$ cat config.mk
export PLATFORM = sky130hd
export DESIGN_NAME = shift_add_mul_ctrl
export DESIGN_NICKNAME = d
export VERILOG_FILES = /design/src/rtl/shift_add_mul_ctrl.sv
export SDC_FILE = /design/constraint.sdc
export NUM_CORES = 1
export LEC_CHECK = 0
export CELL_PAD_IN_SITES_DETAIL_PLACEMENT = 1
export CELL_PAD_IN_SITES_GLOBAL_PLACEMENT = 1
export CORE_AREA = 2 2 134 162
export CTS_CLUSTER_SIZE = 8
export DETAILED_ROUTE_END_ITERATION = 10
export DIE_AREA = 0 0 136 164
export MAX_ROUTING_LAYER = met4
export PLACE_DENSITY_LB_ADDON = 0.25
export SKIP_CTS_REPAIR_TIMING = 1
export SYNTH_ARGS = -nofsm -noshare
export SYNTH_HDL_FRONTEND = slang
export SYNTH_SLANG_ARGS = --single-unit
$ cat constraint.sdc
create_clock -name clk -period 31.1 [get_ports clk]
set_input_delay 7.775 -clock clk [delete_from_list [all_inputs] [get_ports clk]]
set_output_delay 7.775 -clock clk [all_outputs]
set_load 0.005 [all_outputs]
$ cat src/rtl/shift_add_mul_ctrl.sv
// shift_add_mul_ctrl: sequential shift-and-add multiplier, n x n -> 2n bits.
// Accepts start in IDLE, then spends up to n RUN cycles adding a shifted
// multiplicand into the accumulator. It pulses done for one cycle in DONE.
// Optional feature: define MUL_EARLY_EXIT_EN to finish as soon as the
// remaining multiplier bits are all zero. The result is the same either way.
module shift_add_mul_ctrl #(
    parameter int n = 32
) (
    input  logic         clk,
    input  logic         rst,
    input  logic         start,
    input  logic [n-1:0] op_a,
    input  logic [n-1:0] op_b,
    output logic         busy,
    output logic         done,
    output logic [n-1:0] product_lo,
    output logic [n-1:0] product_hi
);

    localparam int CW = (n > 1) ? $clog2(n) : 1;
    localparam logic [CW-1:0] LAST_COUNT = CW'(n - 1);

    typedef enum logic [1:0] {
        S_IDLE = 2'd0,
        S_RUN  = 2'd1,
        S_DONE = 2'd2
    } state_t;

    state_t          r_state;
    logic [2*n-1:0]  r_acc;
    logic [2*n-1:0]  r_mcand;
    logic [n-1:0]    r_mplier;
    logic [CW-1:0]   r_count;
    logic            r_busy;
    logic            r_done;

    logic [2*n-1:0]  w_sum;
    logic [2*n-1:0]  w_carry;

    // Explicit 2n-bit ripple-carry adder: acc + mcand. The carry out of the
    // top bit is never formed because the product always fits in 2n bits.
    assign w_carry[0] = 1'b0;
    for (genvar gi = 0; gi < 2*n; gi++) begin : g_rca
        assign w_sum[gi] = r_acc[gi] ^ r_mcand[gi] ^ w_carry[gi];
        if (gi < 2*n - 1) begin : g_carry
            assign w_carry[gi+1] = (r_acc[gi] & r_mcand[gi]) |
                                   (w_carry[gi] & (r_acc[gi] ^ r_mcand[gi]));
        end
    end

    // Control FSM plus the datapath registers. busy and done are registered
    // alongside the state, so they track RUN and DONE exactly.
    always_ff @(posedge clk) begin
        if (rst) begin
            r_state  <= S_IDLE;
            r_acc    <= '0;
            r_mcand  <= '0;
            r_mplier <= '0;
            r_count  <= '0;
            r_busy   <= 1'b0;
            r_done   <= 1'b0;
        end else begin
            case (r_state)
                S_IDLE: begin
                    if (start) begin
                        r_mcand  <= {{n{1'b0}}, op_a};
                        r_mplier <= op_b;
                        r_acc    <= '0;
                        r_count  <= '0;
                        r_state  <= S_RUN;
                        r_busy   <= 1'b1;
                    end
                end
                S_RUN: begin
`ifdef MUL_EARLY_EXIT_EN
                    if (r_mplier == '0) begin
                        // All remaining partial products are zero, so stop now.
                        r_state <= S_DONE;
                        r_busy  <= 1'b0;
                        r_done  <= 1'b1;
                    end else begin
`else
                    begin
`endif
                        if (r_mplier[0]) begin
                            r_acc <= w_sum;
                        end
                        r_mcand  <= r_mcand << 1;
                        r_mplier <= r_mplier >> 1;
                        r_count  <= r_count + 1'b1;
                        if (r_count == LAST_COUNT) begin
                            r_state <= S_DONE;
                            r_busy  <= 1'b0;
                            r_done  <= 1'b1;
                        end
                    end
                end
                S_DONE: begin
                    r_done  <= 1'b0;
                    r_state <= S_IDLE;
                end
                default: begin
                    r_state <= S_IDLE;
                    r_busy  <= 1'b0;
                    r_done  <= 1'b0;
                end
            endcase
        end
    end

    assign busy       = r_busy;
    assign done       = r_done;
    assign product_lo = r_acc[n-1:0];
    assign product_hi = r_acc[2*n-1:n];

endmodule
==> out/qor.csv <==
metric,value,unit
ys.warnings.count,0,
crit_path_end_kind,flop,
gr-max-usage-layer,met2,
fp-row-count,58,
ctsHtreeMaxLevel,4,
fill_cells,2436,
placed_cells,1306,
grt_max_degree,127,
antenna_left,0,
post-synth-top-count-cell,dfxtp_1,
max_slew.worst_pin.slew,1210,ps
cts_sinks,169,
status,finished clean,
synth_edf_count,0,
post-route-util,50.0,%
synthArstFlopShare,0,%
ff2ff_path_depth,73,
synth-seq-area-share,40.5,%
crit_top_cell,fa_1,
cts_buffers,17,
leakagePower,3.32,nW
synth_ff_type,dfxtp_1,
synthSimpleGateAreaFrac,16.1,%
synth-seq-cells,169,
initial_core_util,40.2,%
root_buffer,clkbuf_16,
hold_viol,0,
synth_compound_area_share,18.3,%
finalSetupTns,0,ps
syn-mean-instance-area,8.56,µm²
multi_input_area,4210,µm²
tritoncts,yes,
hold_class,reg2reg,
die_w,136,µm
worstPathRequired,31440,ps
finalSetupViolCount,0,
grtUsageTotal,20.9,%
antenna_found_initial,0,
wire_per_inst,16.2,µm
drtIter0Drc,323,
drcViolationCount,0,
min-delay-start,r_mplier[20],
maxSlewViolCount,0,
critPathLaunch,r_mcand[0],
worstSetupPathType,reg2reg,
synthMuxAreaShare,0.285,%
coreArea,20800,µm²
fp.dieArea,22300,µm²
crit_slowest_cell,fa_1,
synth_top_family_by_area,compound AO/OA/AOI/OAI gates,
p_per_area,47.9,nW/µm²
clockBufferDepth,2,
area_growth_syn_to_layout,24.2,%
relSlewSlack,19.4,%
start_kind,flop,
syn-num-nets,1107,
path_clk_slew,70,ps
fin_skew,14.0,ps
vias,7013,
crit_fanout,3,
drt_pass1_iterations,5,
gp_congestion,0.723,
syn-cell-area,8350,µm²
gr-total-overflow,0,
synthTopCellsByArea,"dfxtp_1, fa_1, a311oi_1, nand2_1, inv_1",
final_net_count,1187,
timing.fmax,39.8,MHz
synthDominantCellAreaShare,40.5,%
yosysUniqueCellTypes,33,
cpPeakStageDelay,420,ps
synth-adder-area-share,15.3,%
use_met3,4.20,%
grt_pass1_vias,7325,
routed_wirelength,21.7,mm
fp.dieH,164,µm
peakVddDrop,31.6,µV
cp_data_arrival_time,25450,ps
vias_per_cell,5.24,
maxCapViolations,0,
grt_pass1_wl,36.2,mm
fin_cells,1338,
power,496,µW
rsz0062_at_grt,no,
io-pin-count,133,
period_share,80.7,%
grt.met1_usage,25.8,%
clk_latency,430,ps
yosysTopAreaCell,dfxtp_1,
hold_depth,2,
whs,477,ps
final-seq-area,3380,µm²
synth_commonest_cells,"dfxtp_1, nand2_1, inv_1, nor2_1",
drive_gt1_share,8.24,%
synthCells,975,
antenna_cells,0,
hpwl,14.0,mm
synth-xor-area-share,0.105,%
io_buffers,132,
rr_startpoint,r_mcand[0],
use_met2,35.4,%
finalCriticalPeriod,25110,ps
==> area by class of cell <==
type                            count  area share, %
Clock inverter                     15           1.68
Timing Repair Buffer              140           13.3
Sequential cell                   169           32.6
Multi-Input combinational cell    605           40.6
Clock buffer                       17           4.10
Tap cell                          270           3.26
Inverter                          122           4.42
==> placed cells by master, fill, tap and decap left out, types with 4 or more instances in the layout <==
master / n
a21oi_1: 66
a22oi_1: 36
a311oi_1: 63
buf_4: 9
clkbuf_16: 17
clkdlybuf4s50_1: 131
dfxtp_1: 168
fa_1: 62
inv_1: 122
inv_8: 6
nand2_1: 125
nand4b_1: 4
nor2_1: 100
o21ai_0: 66
or2_2: 41
or4_1: 16
==> where the power goes <==
| group | internal [mW] | switching (mW) | total (mW) |
|---|---|---|---|
| logic | 0.0195 | 0.0284 | 0.0479 |
| registers | 0.225 | 0.00656 | 0.231 |
| clock network | 0.115 | 0.102 | 0.217 |
==> routing by layer <==
layer,wire (µm),vias to the layer above
met3,989,17
met5,0,-
met4,182,0
li1,-,3382
met1,9760,3482
met2,10800,132
==> sequential cells by signal, summed over array words and instances (netlist names) <==
register	cells
r_acc	64
r_mplier	32
r_mcand	64
r_state	2
done	1
r_count	5
busy	1
==> per-stage QoR <==
stage	area [µm²]	worst slack (ps)
6_report	10400	5990
3_5_place_dp	9770	6030
5_1_grt	10400	5160
4_1_cts	10400	5930
3_3_place_gp	9770	6490
2_1_floorplan	8350	7320
==> path summary, 6_finish.rpt <==
kind / slack, ps / to
setup reg to reg: 5990 / r_acc[63]
setup / recovery: 5990 / r_acc[63]
hold reg to reg: 480 / r_mplier[19]
hold / removal: 480 / r_mplier[19]
==> worst max-delay path: cells and delay by family (launching register included) <==
kind | cells | cell delay (ps)
xor gates and xnor gates | 1 | 160
adders and majority gates | 63 | 23630
buffers and inverters | 7 | 420
DFF | 1 | 370
and+or+nand+nor | 1 | 300
AOI/OAI and AO/OA | 1 | 130
==> cells by family after synthesis <==
| logic type | count (synthesis) |
|---|---|
| and+or+nand+nor | 301 |
| buffers and inverters | 201 |
| adders and majority gates | 65 |
| muxes | 2 |
| xor gates and xnor gates | 1 |
| AOI/OAI and AO/OA | 236 |
| DFF | 169 |
No activity file was read; power rests on OpenSTA's default activity.
